## config.mk

```make
export PLATFORM = sky130hd
export DESIGN_NAME = sub_64_serial
export DESIGN_NICKNAME = d
export VERILOG_FILES = /design/src/rtl/sub_64_serial_pkg.sv /design/src/rtl/full_adder.sv /design/src/rtl/sub_64_serial_slice.sv /design/src/rtl/sub_64_serial.sv
export SDC_FILE = /design/constraint.sdc
export NUM_CORES = 1
export LEC_CHECK = 0
export BUFFER_PORTS_ARGS = -buffer_cell sky130_fd_sc_hd__buf_2
export CAP_MARGIN = 20
export CELL_PAD_IN_SITES_DETAIL_PLACEMENT = 1
export CELL_PAD_IN_SITES_GLOBAL_PLACEMENT = 1
export CORE_AREA = 3 3 164 166
export DETAILED_ROUTE_END_ITERATION = 10
export DIE_AREA = 0 0 167 169
export GPL_ROUTABILITY_DRIVEN = 0
export PLACE_DENSITY_LB_ADDON = 0.1
export SLEW_MARGIN = 20
export SYNTH_ARGS = -nofsm -noshare
export SYNTH_HDL_FRONTEND = slang
export SYNTH_SLANG_ARGS = --single-unit
```

## constraint.sdc

```tcl
create_clock -name clk -period 9.8 [get_ports clk]
set_input_delay 0.49 -clock clk [delete_from_list [all_inputs] [get_ports clk]]
set_output_delay 0.49 -clock clk [all_outputs]
set_load 0.1 [all_outputs]
```

## src/rtl/sub_64_serial_pkg.sv

```systemverilog
// Shared definitions for the digit-serial subtractor: state encoding and
// elaboration-time helpers for slice count and counter width.
package sub_64_serial_pkg;

    typedef enum logic [1:0] {
        IDLE = 2'd0,
        RUN  = 2'd1,
        DONE = 2'd2
    } state_t;

    function automatic int calc_n(input int width, input int digit_w);
        return width / digit_w;
    endfunction

    // A single-slice configuration still needs a 1-bit counter to exist.
    function automatic int calc_cnt_w(input int n);
        return (n > 1) ? $clog2(n) : 1;
    endfunction

    function automatic bit legal_digit(input int width, input int digit_w);
        bit ok;
        case (digit_w)
            1, 2, 4, 8, 16, 32, 64: ok = 1'b1;
            default:                ok = 1'b0;
        endcase
        return ok && (width % digit_w == 0);
    endfunction

endpackage

```

## src/rtl/full_adder.sv

```systemverilog
// Single-bit full adder cell shared across the datapath.
module full_adder (
    input  logic a,
    input  logic b,
    input  logic cin,
    output logic s,
    output logic cout
);

    assign s    = a ^ b ^ cin;
    assign cout = (a & b) | (cin & (a ^ b));

endmodule

```

## src/rtl/sub_64_serial_slice.sv

```systemverilog
// Combinational DIGIT_W-bit ripple slice computing a_s + ~b_s + cin; also
// exposes the carry into the slice's top bit for overflow detection.
module sub_slice #(
    parameter int DIGIT_W = 1
) (
    input  logic [DIGIT_W-1:0] a_s,
    input  logic [DIGIT_W-1:0] b_s,
    input  logic               cin,
    output logic [DIGIT_W-1:0] d_s,
    output logic               cout,
    output logic               c_msb
);

    logic [DIGIT_W:0] c_s;

    assign c_s[0] = cin;

    for (genvar i = 0; i < DIGIT_W; i++) begin : g_fa
        full_adder u_fa (
            .a    (a_s[i]),
            .b    (~b_s[i]),
            .cin  (c_s[i]),
            .s    (d_s[i]),
            .cout (c_s[i+1])
        );
    end

    assign cout  = c_s[DIGIT_W];
    assign c_msb = c_s[DIGIT_W-1];

endmodule

```

## src/rtl/sub_64_serial.sv

```systemverilog
// Digit-serial two's-complement subtractor (a - b), DIGIT_W bits per clock,
// LSB first, with start/busy/done handshake and borrow/overflow flags.
module sub_64_serial
    import sub_64_serial_pkg::*;
#(
    parameter int WIDTH   = 64,
    parameter int DIGIT_W = 1
) (
    input  logic             clk,
    input  logic             rst,
    input  logic             start,
    input  logic [WIDTH-1:0] a,
    input  logic [WIDTH-1:0] b,
    output logic             busy,
    output logic             done,
    output logic [WIDTH-1:0] diff,
    output logic             borrow,
    output logic             overflow
);

    localparam int N     = calc_n(WIDTH, DIGIT_W);
    localparam int CNT_W = calc_cnt_w(N);

    if (!legal_digit(WIDTH, DIGIT_W)) begin : g_bad_digit
        $error("sub_64_serial: DIGIT_W=%0d is illegal for WIDTH=%0d", DIGIT_W, WIDTH);
    end

    state_t             state_r;
    state_t             state_s;
    logic [WIDTH-1:0]   a_sh_r;
    logic [WIDTH-1:0]   b_sh_r;
    logic [WIDTH-1:0]   acc_r;
    logic [WIDTH-1:0]   acc_next_s;
    logic [CNT_W-1:0]   cnt_r;
    logic               carry_r;
    logic [DIGIT_W-1:0] d_s;
    logic               cout_s;
    logic               c_msb_s;
    logic               load_s;
    logic               step_s;
    logic               last_s;

    sub_slice #(.DIGIT_W(DIGIT_W)) u_slice (
        .a_s   (a_sh_r[DIGIT_W-1:0]),
        .b_s   (b_sh_r[DIGIT_W-1:0]),
        .cin   (carry_r),
        .d_s   (d_s),
        .cout  (cout_s),
        .c_msb (c_msb_s)
    );

    // Each new slice enters at the top so the LSB slice lands at bit 0 after N steps.
    assign acc_next_s = (acc_r >> DIGIT_W) | (WIDTH'(d_s) << (WIDTH - DIGIT_W));

    // Next-state and control decode.
    always_comb begin
        state_s = state_r;
        load_s  = 1'b0;
        step_s  = 1'b0;
        last_s  = (cnt_r == CNT_W'(N - 1));
        case (state_r)
            IDLE, DONE: begin
                if (start) begin
                    load_s  = 1'b1;
                    state_s = RUN;
                end else begin
                    state_s = IDLE;
                end
            end
            RUN: begin
                step_s = 1'b1;
                if (last_s) begin
                    state_s = DONE;
                end else begin
                    state_s = RUN;
                end
            end
            default: state_s = IDLE;
        endcase
    end

    // State register with registered handshake outputs.
    always_ff @(posedge clk or posedge rst) begin
        if (rst) begin
            state_r <= IDLE;
            busy    <= 1'b0;
            done    <= 1'b0;
        end else begin
            state_r <= state_s;
            busy    <= (state_s == RUN);
            done    <= (state_s == DONE);
        end
    end

    // Operand shifters, running carry and result/flag capture; the visible
    // result only changes on the final slice so partial sums never leak out.
    always_ff @(posedge clk or posedge rst) begin
        if (rst) begin
            a_sh_r   <= '0;
            b_sh_r   <= '0;
            acc_r    <= '0;
            cnt_r    <= '0;
            carry_r  <= 1'b0;
            diff     <= '0;
            borrow   <= 1'b0;
            overflow <= 1'b0;
        end else if (load_s) begin
            a_sh_r  <= a;
            b_sh_r  <= b;
            cnt_r   <= '0;
            carry_r <= 1'b1;
        end else if (step_s) begin
            a_sh_r  <= a_sh_r >> DIGIT_W;
            b_sh_r  <= b_sh_r >> DIGIT_W;
            acc_r   <= acc_next_s;
            cnt_r   <= cnt_r + CNT_W'(1);
            carry_r <= cout_s;
            if (last_s) begin
                diff     <= acc_next_s;
                borrow   <= ~cout_s;
                overflow <= c_msb_s ^ cout_s;
            end
        end
    end

endmodule

```

After elaboration in Yosys (flattened, before gate mapping)
Cells that the tools add are included.
W data, S select, Z words.
{"block": "word_totals", "regBits": 269, "in_bits": 131, "output_inout_bits": 68, "wordCells": 46}
{"block": "op_classes", "n_addsub": 1, "n_eq_ne": 5, "n_mux": 14, "bitwise_logic": 10, "reduce_logical": 5}
{"cell": "$mux W64", "count": 4}
{"cell": "$or A63 B64 Y64", "count": 1}
{"cell": "$mux W6", "count": 2}
{"cell": "$add A6 B1 Y6 const B", "count": 1}
{"cell": "$eq A6 B6 Y1 const B", "count": 1}
{"cell": "$mux W1", "count": 6}
{"cell": "$eq A2 B1 Y1 const B", "count": 2}
{"cell": "$eq A2 B2 Y1 const B", "count": 2}
{"cell": "$pmux W2 S2", "count": 1}
{"cell": "$not A1 Y1", "count": 3}
{"cell": "$reduce_and A3 Y1", "count": 1}
{"cell": "$xor A1 B1 Y1", "count": 3}
{"cell": "$and A1 B1 Y1", "count": 2}
{"cell": "$logic_not A2 Y1", "count": 1}
{"cell": "$mux W2", "count": 1}
{"cell": "$reduce_and A2 Y1", "count": 1}
{"cell": "$reduce_bool A2 Y1", "count": 1}
{"cell": "$reduce_or A2 Y1", "count": 1}
{"cell": "$or A1 B1 Y1", "count": 1}

Depth between registers and ports, before layout
Gate-level depths: netlist of run 1.
{"block": "depth", "ltp_word": 6, "mapped_depth": 6, "ltp_nobuf": 4}

Cells and area by module
A second synthesis of run 1 with hierarchy kept.
{"block": "unflattened", "cells_unflattened": 811, "area_unflattened_um2": 10989.3}
{"mod": "sub_64_serial", "instances": 1, "cells_each": 808, "area_each_um2": 10958.0, "seq_area_each_um2": 6706.4}
{"mod": "full_adder", "instances": 1, "cells_each": 1, "area_each_um2": 20.0, "seq_area_each_um2": 0.0}
{"mod": "sub_slice", "instances": 1, "cells_each": 2, "area_each_um2": 11.3, "seq_area_each_um2": 0.0}

Least setup slack after synthesis of run 1
Ideal clock, no wire load.
{"block": "synth_timing", "kind": "register to register", "from": "register cnt_r[0]", "to": "register diff[10]", "setup_ns": 0.128, "t_arrival_ns": 1.514, "required_ns": 9.672, "slack_ns": 8.158, "stages_incl_launch_ff": 7, "n_path_buf": 2, "synth_period_minus_slack_ns": 1.642, "cell_sequence": "dfrtp_1 > ha_1 > nand3_1 > nor3_4 > buf_4 > buf_6 > mux2_1"}
{"block": "synth_via", "elab_chain_len": 2}
{"item": "start: declaration", "line": "sub_64_serial.sv:34", "rtl": "logic [CNT_W-1:0] cnt_r;"}
{"item": "start signal: assignment", "line": "sub_64_serial.sv:116", "rtl": "cnt_r <= cnt_r + CNT_W'(1);"}
{"item": "$eq A6 B6 Y1", "line": "sub_64_serial.sv:60", "rtl": "last_s = (cnt_r == CNT_W'(N - 1));"}
{"item": "$reduce_and A3 Y1 (no line)"}
{"item": "end signal: assignment", "line": "sub_64_serial.sv:119", "rtl": "diff <= acc_next_s;"}
{"item": "end: declaration", "line": "sub_64_serial.sv:16", "rtl": "output logic [WIDTH-1:0] diff,"}
Every way passes these cells.
A chain may end at the register's enable or synchronous reset.

Worst setup path in the final report of run 1
{"block": "layout_timing", "from": "register state_r[0]", "to": "register diff[29]"}
{"block": "layout_via", "elab_chain_len": 5, "word_cells_on_any_way": 8, "cone_classes": "2 x eq/ne; 2 x mux; 1 x bitwise; 3 x reduce/logical"}
{"item": "start: declaration", "line": "sub_64_serial.sv:28", "rtl": "state_t state_r;"}
{"item": "start signal: assignment", "line": "sub_64_serial.sv:89", "rtl": "state_r <= state_s;"}
{"item": "$eq A2 B2 Y1 / $logic_not A2 Y1 (equally long branches)", "line": "sub_64_serial.sv:61", "rtl": "case (state_r)"}
{"item": "$reduce_or A2 Y1", "line": "sub_64_serial.sv:61"}
{"item": "$mux W1", "line": "sub_64_serial.sv:61"}
{"item": "$not A1 Y1 (no line)"}
{"item": "$reduce_and A3 Y1 (no line) (*)"}
Every way passes the cells marked *; elsewhere a longest branch is shown, timed or not.

==> metrics.cfg, run 1 <==
[placed_design]
dp_cells=1543
port_buffers=198
hpwl_mm=16.5
pre_cts_slack_ns=6.83

[routing]
top_layer=met5
met1Wirelength_mm=12.7
drt_iter0_drc=612
wl_met3_mm=1.49
drc=0
drt-total-wl_mm=27.2
vias=8313
via_per_inst=5.20
route.met2.wl_mm=12.5
wl_per_cell_um=17.0
first_pass_iters=5
antenna_left=0

[floorplanning]
rows=59
io_pins=199
die_x_um=167
die_y_um=169
start_util_pct=42.3
dieArea_sq_mm=0.0282
core_sq_mm=0.0258

[logic_synthesis]
synth-edff-count=0
ys_ff_latch=268
synth_cell_type_count=30
synthCells=1082
synth_flop_cell=dfrtp_1
synth_nets=1215
async_reset_ff_share_pct=100
synth.avg_cell_area_sq_um=10.1
ys.warnings.count=0
yosysSeqAreaShare_pct=61.6
syn-cell-area_sq_mm=0.0109

[cells_and_area]
drive_gt1_share_pct=23.5
fin_nets=1372
ff_latch_area_sq_mm=0.00671
multiInputGateArea_sq_mm=0.00386
synthToLayoutAreaGrowth_pct=20.3
final_cells=1599
fin_util_pct=50.9
fillerInstances=2925
final_cell_mix=nand2_1, dfrtp_1, buf_2
final_common_cell=nand2_1

[hold_path]
hold_path_class=input port to async pin

[global_routing]
track_usage_pct=19.1
grt_pass1_wl_mm=45.4
grt_max_degree=131
grt_pass1_vias=8814
antenna_found_initial=6
grt-ovfl-total=0

[clock_tree]
postCtsSetupRepairBufs=0
cts-resized-gates=0
cts.sinks=268
cts.reportedPaths.clkPinSlew_ns=0.06
numCtsBuffers=29
h-tree-depth=1
hold_buffers=0
cts_tree=yes
clock_latency_ns=0.54
root_buffer=clkbuf_16
cts.path.max_buffers=3

[timing]
maxSlewHeadroom_pct=28.4
setup_tns_ns=0
hold_viol_final=0
fin_crit_ns=2.72
fin_crit_sh_pct=27.8
maxSlewViolCount=0
rsz0062_at_grt=no
setup_slack_ns=7.08
tightest_slew_ns=1.07
finalSetupViolations=0
fin_worst_skew_ns=0.0104
clock.fmax_ghz=0.368
hold_slack_ns=0.138

[power_and_ir_drop]
powerDensity_mw_per_mm2=271
p_leak_nw=6.88
vdd_drop_max_mv=0.120

[setup_path]
required_ns=10.21
critical-path-top-delay-family=simple AND/OR/NAND/NOR gates
cp_cell_sequence=nand2b_4, nor3_4, buf_4, mux2_2
crit_path_start_kind=register
arrival_ns=3.14
slowest_delay_ns=0.68
cp_max_fo=90
path_buf_inv=1
crit_path_end_kind=register
reg2reg_slack_ns=7.08
critPathSlowestCell=buf_4
worstSetupPathType=register to register

[job]
drv_cap=0

[status]
status=complete, no violations

[kinds of logic (layout without fill, tap and decap cells)]
logic type               after synthesis  count (layout)  synth area share [%]
AO/OA/AOI/OAI                        136             136                  8.63
XOR/XNOR                               2               2                 0.161
adder cells (fa/ha/maj)                2               2                 0.299
buffers and inverters                 83             262                  3.24
flip-flops                           268             268                  61.6
multiplexers                          68              68                  7.01
other                                  0               3                     0
AND/OR/NAND/NOR                      523             523                  19.1
[synthesized netlist by cell type (all sizes together), types with 2 or more instances]
cell,instances,area (sq um)
mux2i,2,20.0
a22o,3,26.3
o31ai,2,15.0
a22oi,63,473
nor3,3,26.3
nand2,384,1440
nor2,63,236
clkbuf,45,169
nand2b,2,12.5
o21ai,2,10.0
buf,35,173
a31oi,62,388
mux2,66,743
dfrtp,268,6710
inv,3,11.3
nand3,68,340
nor2b,2,12.5
a21oi,2,10.0
[worst register-to-register path, stage by stage (launching register included)]
cell and delay (ns):
dfrtp_1 0.48, nand2b_4 0.56, nor3_4 0.36, buf_4 0.68, mux2_2 0.52
[layer usage]
layer | vias to the layer above | GRT usage (%)
met5 | - | 0
met4 | 8 | 4.27
met3 | 40 | 3.78
met2 | 158 | 30.5
met1 | 4151 | 27.4
li1 | 3956 | -
[power breakdown]
part / total (W) / switching (W) / leakage [nW] / internal [W]
Clock: 0.00118 / 0.000443 / 0.506 / 0.000734
Sequential: 0.00169 / 0.000228 / 3.44 / 0.00146
Combinational: 0.000684 / 0.000425 / 2.94 / 0.000259
Total: 0.00355 / 0.00110 / 6.88 / 0.00246
[per-stage QoR]
step	area [sq um]	total power, W
6_report	13100	0.00355
3_3_place_gp	12100	0.00235
4_1_cts	13100	0.00360
5_1_grt	13100	0.00379
2_1_floorplan	10900	0.00218
3_5_place_dp	12100	0.00240
[flip-flops by register name, indices dropped and copies added, names as in the netlist]
register / flops
acc_r: 63
diff: 64
borrow: 1
carry_r: 1
a_sh_r: 64
done: 1
state_r: 2
cnt_r: 6
busy: 1
overflow: 1
b_sh_r: 64
[layout make-up]
type	count	area share, %
flip-flops and latches	268	51.2
clock buffers	44	6.58
inverters	3	0.143
clock inverters	9	1.32
repair buffers	206	8.05
multi-input cells	731	29.5
diodes	3	0.0573
well taps	335	3.20
[final timing paths]
check | startpoint | to | cells past startpoint
worst max-delay path | state_r[0]$_DFF_PP0_ | diff[29]$_DFFE_PP0P_ | 4
worst min-delay path | rst | acc_r[35]$_DFFE_PP0P_ | 2
worst max register to register | state_r[0]$_DFF_PP0_ | diff[29]$_DFFE_PP0P_ | 4
worst min register to register | acc_r[1]$_DFFE_PP0P_ | acc_r[1]$_DFFE_PP0P_ | 2
max in group asynchronous | rst | b_sh_r[35]$_DFFE_PP0P_ | 3
min in group clk | a[9] | a_sh_r[9]$_DFFE_PP0P_ | 3
No activity file was read; power rests on OpenSTA's default activity.
==> inputs of run 2 (changes only) <==
--- a/config.mk
+++ b/config.mk
@@ -5,13 +5,14 @@
 export SDC_FILE = /design/constraint.sdc
 export NUM_CORES = 1
 export LEC_CHECK = 0
+export ABC_AREA = 1
 export BUFFER_PORTS_ARGS = -buffer_cell sky130_fd_sc_hd__buf_2
 export CAP_MARGIN = 20
 export CELL_PAD_IN_SITES_DETAIL_PLACEMENT = 1
 export CELL_PAD_IN_SITES_GLOBAL_PLACEMENT = 1
-export CORE_AREA = 3 3 164 166
+export CORE_AREA = 3 3 178 180
 export DETAILED_ROUTE_END_ITERATION = 10
-export DIE_AREA = 0 0 167 169
+export DIE_AREA = 0 0 181 183
 export GPL_ROUTABILITY_DRIVEN = 0
 export PLACE_DENSITY_LB_ADDON = 0.1
 export SLEW_MARGIN = 20
==> constraint.sdc (replaced) <==
create_clock -name clk -period 2.3 [get_ports clk]
set_input_delay 0.115 -clock clk [delete_from_list [all_inputs] [get_ports clk]]
set_output_delay 0.115 -clock clk [all_outputs]
set_load 0.1 [all_outputs]
==> run 2 against run 1 <==
Effect of this change:
- first-iteration DRC count decreased by 17%
- final area increased by 16%
- setup slack got worse by 6.7 ns
- sequential share of layout area decreased by 7.1 points
- routed wire length increased by 11%
==> metrics.cfg, run 2 <==
[status]
status=complete, no violations  ; unchanged

[timing]
fin_crit_ns=1.92  ; was 2.72 ns
rsz0062_at_grt=no  ; unchanged
maxSlewHeadroom_pct=49.6  ; was 28.4%
hold_viol_final=0  ; unchanged
fin_worst_skew_ns=0.0200  ; was 0.0104 ns
finalSetupViolations=0  ; unchanged
clock.fmax_ghz=0.520  ; was 0.368 GHz
setup_tns_ns=0  ; unchanged
maxSlewViolCount=0  ; unchanged
hold_slack_ns=0.155  ; was 0.138 ns
tightest_slew_ns=0.754  ; was 1.07 ns
fin_crit_sh_pct=83.6  ; was 27.8%

[floorplanning]
die_x_um=181  ; was 167 um
io_pins=199  ; unchanged
rows=64  ; was 59
dieArea_sq_mm=0.0331  ; was 0.0282 sq mm
die_y_um=183  ; was 169 um
core_sq_mm=0.0303  ; was 0.0258 sq mm
start_util_pct=37.7  ; was 42.3%

[logic_synthesis]
synth_area_leaders=dfrtp_1, nand2_1, inv_1, o21ai_0, o211ai_1  ; was dfrtp_1, nand2_1, a22oi_1, mux2_2, a31oi_1
synth_cell_type_count=26  ; was 30
synth.avg_cell_area_sq_um=8.69  ; was 10.1 sq um
ys.warnings.count=0  ; unchanged
ys_ff_latch=268  ; unchanged
yosysSeqAreaShare_pct=58.6  ; was 61.6%
synthCells=1317  ; was 1082
synth-edff-count=0  ; unchanged
synth_flop_cell=dfrtp_1  ; unchanged
async_reset_ff_share_pct=100  ; unchanged
synth_nets=1450  ; was 1215
syn-cell-area_sq_mm=0.0114  ; was 0.0109 sq mm
synth_top_area_share_pct=58.6  ; was 61.6%
yosys.area.top_type=dfrtp_1  ; unchanged
yosysMostFrequentCell=nand2_1  ; unchanged
synth_common_cells=nand2_1, dfrtp_1, inv_1  ; was nand2_1, dfrtp_1, nand3_1

[global_routing]
use_met3_pct=2.78  ; was 3.78%
grt-ovfl-total=0  ; unchanged
grtUsageMet1_pct=24.3  ; was 27.4%
met2_usage_pct=31.1  ; was 30.5%
track_usage_pct=18.1  ; was 19.1%
busiest_layer=met2  ; unchanged
grt_pass1_wl_mm=50.6  ; was 45.4 mm
grt_pass1_vias=10100  ; was 8814
grt_max_degree=161  ; was 131
antenna_found_initial=1  ; was 6

[setup_path]
critPathSlowestCell=inv_2  ; was buf_4
r2r-end=a_sh_r[20]$_DFFE_PP0P_  ; was diff[29]$_DFFE_PP0P_
required_ns=2.75  ; was 10.21 ns
slowest_delay_ns=0.63  ; was 0.68 ns
crit_path_end_kind=register  ; unchanged
r2r_start=state_r[0]$_DFF_PP0_  ; unchanged
reg2reg_depth=6  ; was 4
arrival_ns=2.38  ; was 3.14 ns
reg2reg_slack_ns=0.38  ; was 7.08 ns
crit_path_start_kind=register  ; unchanged
cp_cell_sequence=inv_2, nand2_4, nand2_4, inv_2, nand2_1, o211ai_1  ; was nand2b_4, nor3_4, buf_4, mux2_2
worstSetupPathType=register to register  ; unchanged
cp_max_fo=37  ; was 90

[power_and_ir_drop]
intPower_w=0.00839  ; was 0.00246 W
p_switching_w=0.00234  ; was 0.00110 W
sequentialPowerShare_pct=44.1  ; was 47.6%
vdd_drop_max_mv=0.506  ; was 0.120 mV
p_clk_share_pct=49.0  ; was 33.1%
comb_power_share_pct=6.9  ; was 19.3%
power_w=0.0107  ; was 0.00355 W
swShare_pct=21.8  ; was 30.8%
p_leak_nw=7.52  ; was 6.88 nW
powerDensity_mw_per_mm2=705  ; was 271 mW/mm^2

[cells_and_area]
final_cell_mix=nand2_1, dfrtp_1, inv_1  ; was nand2_1, dfrtp_1, buf_2
drive_gt1_share_pct=17.7  ; was 23.5%
reg.largest.list=a_sh_r x64, b_sh_r x64, diff x64  ; unchanged
synthToLayoutAreaGrowth_pct=32.9  ; was 20.3%
fin_nets=1752  ; was 1372
fillerInstances=3570  ; was 2925
final_cells=2038  ; was 1599
diodes=0  ; was 3
final_common_cell=nand2_1  ; unchanged

[placed_design]
port_buffers=198  ; unchanged
dp_cells=1853  ; was 1543
hpwl_mm=17.7  ; was 16.5 mm

[routing]
drc=0  ; unchanged
via_per_inst=4.69  ; was 5.20
wl_per_cell_um=14.8  ; was 17.0 um
first_pass_iters=4  ; was 5
antenna_left=0  ; unchanged
vias=9566  ; was 8313
drt-total-wl_mm=30.1  ; was 27.2 mm
drt_iter0_drc=507  ; was 612

[clock_tree]
cts-resized-gates=0  ; unchanged
cts.path.max_buffers=3  ; unchanged
cts_tree=yes  ; unchanged
clock_latency_ns=0.55  ; was 0.54 ns
cts.reportedPaths.clkPinSlew_ns=0.06  ; about the same
root_buffer=clkbuf_16  ; unchanged
h-tree-depth=1  ; unchanged
cts.sinks=268  ; unchanged
numCtsBuffers=30  ; was 29

[job]
drv_cap=0  ; unchanged

[hold_path]
hold_path_class=input port to async pin  ; unchanged

==> run 2: final cells by class <==
cell class	instances	area (sq um)	area share, %
inverters	230	870	5.72
repair buffers	345	2540	16.7
clock inverters	14	199	1.31
clock buffers	41	913	6.01
well taps	396	495	3.26
multi-input cells	744	3480	22.9
flip-flops and latches	268	6710	44.1
==> run 2: logic make-up (layout without fill, tap and decap cells) <==
kind of cell    after synthesis  count (layout)  share of synthesized area [%]
flops                       268             268                           58.6
simple gates                477             477                           16.7
xor+xnor                      1               1                         0.0765
buf+inv                     305             630                           11.0
fa+ha+maj                     2               2                          0.284
compound gates              264             264                           13.3
==> run 2: stage by stage <==
stage / utilization (%) / cell area [sq um] / setup slack (ns)
finish: 50.1 / 15200 / 0.377
global route: 50.1 / 15200 / 0.205
CTS: 50.1 / 15200 / 0.437
detailed placement: 42.2 / 12800 / 0.438
global placement: 42.2 / 12800 / 0.509
floorplan: - / 11400 / -1.35
==> run 2: critical path: cells and delay by family, from the launching register on <==
kind / cells / cell delay, ns
AOI/OAI and AO/OA: 1 / 0.15
DFF: 1 / 0.42
and+or+nand+nor: 3 / 0.53
buffers and inverters: 2 / 0.71
==> run 2: repair_timing <==
item / CTS / global route
buffers inserted: 0 / 0
hold endpoints to repair: 148 / 0
endpoints found under the setup margin: 0 / 0
hold buffers: 130 / 0
==> run 2: per-layer routing <==
layer	part of all wire, %	up-vias
met5	0.030	-
met4	2.3	2
met2	48	175
met3	3.8	53
met1	46	4615
li1	-	4721
==> run 2: worst max path at each step <==
stage                                         to            startpoint  slack, ns
after detailed placement  b_sh_r[60]$_DFFE_PP0P_  state_r[0]$_DFF_PP0_       0.44
after floorplan            a_sh_r[0]$_DFFE_PP0P_                   rst      -1.35
final                     a_sh_r[20]$_DFFE_PP0P_  state_r[0]$_DFF_PP0_       0.38
after global routing      a_sh_r[20]$_DFFE_PP0P_  state_r[0]$_DFF_PP0_       0.20
after global placement    b_sh_r[58]$_DFFE_PP0P_  state_r[0]$_DFF_PP0_       0.51
after CTS                 a_sh_r[12]$_DFFE_PP0P_  state_r[0]$_DFF_PP0_       0.44
==> run 2: power groups by stage <==
stage	clock network [W]	registers [W]	logic, W
6_report	0.00525	0.00473	0.000743
5_1_grt	0.00564	0.00473	0.000838
3_3_place_gp	0	0.00482	0.000562
2_1_floorplan	0	0.00482	0.000332
3_5_place_dp	0	0.00482	0.000573
4_1_cts	0.00543	0.00473	0.000745
==> inputs of run 3 (changes only) <==
==> constraint.sdc (replaced) <==
create_clock -name clk -period 1.75 [get_ports clk]
set_input_delay 0.0875 -clock clk [delete_from_list [all_inputs] [get_ports clk]]
set_output_delay 0.0875 -clock clk [all_outputs]
set_load 0.1 [all_outputs]
==> run 3 against run 2 <==
Effect of this change:
- global-route usage is 0.37 points higher
- first-iteration DRC count is 2.0% lower
- register-to-register slack worse by 0.23 ns
- combinational power is 36% higher
- fmax is 20% higher
- sequential share of layout area hardly changed
- setup slack worse by 0.23 ns
- sequential cell count stayed put
- critical path type unchanged
- critical endpoint is now diff[31]$_DFFE_PP0P_
==> metrics.cfg, run 3 (synthesized netlist as in run 2, its figures left out) <==
[floorplanning]
die_x_um=181  ; unchanged
start_util_pct=37.7  ; unchanged
die_y_um=183  ; unchanged
io_pins=199  ; unchanged
core_sq_mm=0.0303  ; unchanged
dieArea_sq_mm=0.0331  ; unchanged
rows=64  ; unchanged

[routing]
first_pass_iters=4  ; unchanged
drt_iter0_drc=497  ; was 507
drc=0  ; unchanged
wl_per_cell_um=14.8  ; about the same
vias=9519  ; was 9566
drt-total-wl_mm=30.3  ; was 30.1 mm
antenna_left=0  ; unchanged
via_per_inst=4.65  ; was 4.69

[timing]
tightest_slew_ns=0.670  ; was 0.754 ns
fin_crit_sh_pct=91.7  ; was 83.6%
fin_worst_skew_ns=0.00693  ; was 0.0200 ns
maxSlewViolCount=0  ; unchanged
setup_slack_ns=0.144  ; was 0.377 ns
rsz0062_at_grt=no  ; unchanged
hold_slack_ns=0.0817  ; was 0.155 ns
fin_crit_ns=1.61  ; was 1.92 ns
maxSlewHeadroom_pct=55.3  ; was 49.6%
hold_viol_final=0  ; unchanged
clock.fmax_ghz=0.623  ; was 0.520 GHz
finalSetupViolations=0  ; unchanged

[cells_and_area]
fin_util_pct=50.2  ; was 50.1%
drive_gt1_share_pct=17.9  ; was 17.7%
final_cell_mix=nand2_1, dfrtp_1, inv_1  ; unchanged
synthToLayoutAreaGrowth_pct=33.0  ; was 32.9%
final_common_cell=nand2_1  ; unchanged
fillerInstances=3573  ; was 3570
fin_nets=1761  ; was 1752
diodes=0  ; unchanged
reg.largest.list=a_sh_r x64, b_sh_r x64, diff x64  ; unchanged

[global_routing]
grt_max_degree=161  ; unchanged
antenna_found_initial=0  ; was 1
grt_pass1_vias=10200  ; was 10100
track_usage_pct=18.5  ; was 18.1%
grt-ovfl-total=0  ; unchanged
grt_pass1_wl_mm=51.5  ; was 50.6 mm

[clock_tree]
numCtsBuffers=30  ; unchanged
cts.path.max_buffers=3  ; unchanged
cts.sinks=268  ; unchanged
cts_tree=yes  ; unchanged
root_buffer=clkbuf_16  ; unchanged
clock_latency_ns=0.55  ; about the same
h-tree-depth=1  ; unchanged
cts.reportedPaths.clkPinSlew_ns=0.06  ; about the same
postCtsSetupRepairBufs=0  ; unchanged

[setup_path]
worstSetupPathType=register to register  ; unchanged
crit_start=cnt_r[0]$_DFFE_PP0P_  ; was state_r[0]$_DFF_PP0_
crit_cells=7  ; was 6
reg2reg_depth=7  ; was 6
critical-path-top-delay-family=simple AND/OR/NAND/NOR gates  ; was buffers and inverters
r2r_start=cnt_r[0]$_DFFE_PP0P_  ; was state_r[0]$_DFF_PP0_
cp_cell_sequence=ha_1, nand2_1, nor2_4, nand3_4, buf_12, nand2_1, o21ai_1  ; was inv_2, nand2_4, nand2_4, inv_2, nand2_1, o211ai_1
required_ns=2.18  ; was 2.75 ns
arrival_ns=2.04  ; was 2.38 ns
critPathMostFrequentCell=nand2_1
cp_max_fo=40  ; was 37
slowest_delay_ns=0.39  ; was 0.63 ns
crit_path_start_kind=register  ; unchanged
crit_path_end_kind=register  ; unchanged
critPathSlowestCell=dfrtp_1  ; was inv_2
path_buf_inv=1  ; was 2

[placed_design]
pre_cts_slack_ns=0.120  ; was 0.438 ns
hpwl_mm=18.3  ; was 17.7 mm
port_buffers=198  ; unchanged

[power_and_ir_drop]
vdd_drop_max_mv=0.763  ; was 0.506 mV
swShare_pct=23.0  ; was 21.8%
powerDensity_mw_per_mm2=877  ; was 705 mW/mm^2
p_switching_w=0.00307  ; was 0.00234 W
sequentialPowerShare_pct=46.5  ; was 44.1%
p_clk_share_pct=45.9  ; was 49.0%
comb_power_share_pct=7.5  ; was 6.9%
intPower_w=0.0103  ; was 0.00839 W
p_leak_nw=7.53  ; was 7.52 nW

[hold_path]
hold_path_class=input port to async pin  ; unchanged

[job]
drv_cap=0  ; unchanged

[status]
status=complete, no violations  ; unchanged

[run 3: cell types whose count changed in the layout (fill, tap and decap cells not counted), sizes merged]
cell,delta
clkinv,+3
clkbuf,+2
buf,+9
bufinv,-5
[run 3: metal layers]
| metal | wire [um] | up-vias | share of wire [%] | track usage [%] |
|---|---|---|---|---|
| met2 | 14600 | 157 | 48 | 31.7 |
| met1 | 13900 | 4585 | 46 | 25.1 |
| met3 | 1070 | 48 | 3.5 | 2.54 |
| met5 | 0 | - | 0 | 0 |
| li1 | - | 4729 | - | - |
| met4 | 724 | 0 | 2.4 | 4.30 |
[run 3: final timing paths]
path                            slack, ns                     end
worst max-delay path                 0.14    diff[31]$_DFFE_PP0P_
worst min-delay path                 0.08    diff[48]$_DFFE_PP0P_
worst max register to register       0.14    diff[31]$_DFFE_PP0P_
worst min register to register       0.47    diff[15]$_DFFE_PP0P_
max in group asynchronous            0.86    diff[42]$_DFFE_PP0P_
min in group clk                     0.31  b_sh_r[60]$_DFFE_PP0P_
[run 3: per-stage QoR]
stage	instance area [sq um]	TNS (ns)	power, W	std cells
floorplan	11400	-503.03	0.00677	1317
global placement	13000	0	0.00710	1862
detailed placement	13000	0	0.00712	1862
CTS	15200	0	0.0136	2047
global route	15200	0	0.0140	2047
finish	15200	0	0.0134	2047
[run 3: timing repair]
item / 4_1_cts / 5_1_grt
hold endpoints to repair: 302 / 0
hold buffers: 130 / 0
endpoints found under the setup margin: 0 / 12
resized for setup: 0 / 2
[run 3: worst reg2reg max path, delay by kind of cell, from the launching register on]
family | cells | cell delay [ns]
and+or+nand+nor | 4 | 0.60
DFF | 1 | 0.39
buffers and inverters | 1 | 0.26
adders and majority gates | 1 | 0.18
AOI/OAI and AO/OA | 1 | 0.07
[run 3: layout make-up]
cell class,instances,area [sq um],share of cell area (%)
sequential,268,6710,44.0
multi-input combinational,744,3480,22.9
timing repair buffer,354,2700,17.7
clock buffer,43,911,5.98
inverter,230,872,5.73
tap,396,495,3.25
clock inverter,12,60.1,0.394
[run 3: power groups by stage]
stage	logic [W]	registers (W)	clock network, W
6_report	0.00101	0.00622	0.00614
5_1_grt	0.00114	0.00621	0.00660
4_1_cts	0.00101	0.00622	0.00634
3_5_place_dp	0.000789	0.00633	0
3_3_place_gp	0.000775	0.00633	0
2_1_floorplan	0.000436	0.00633	0
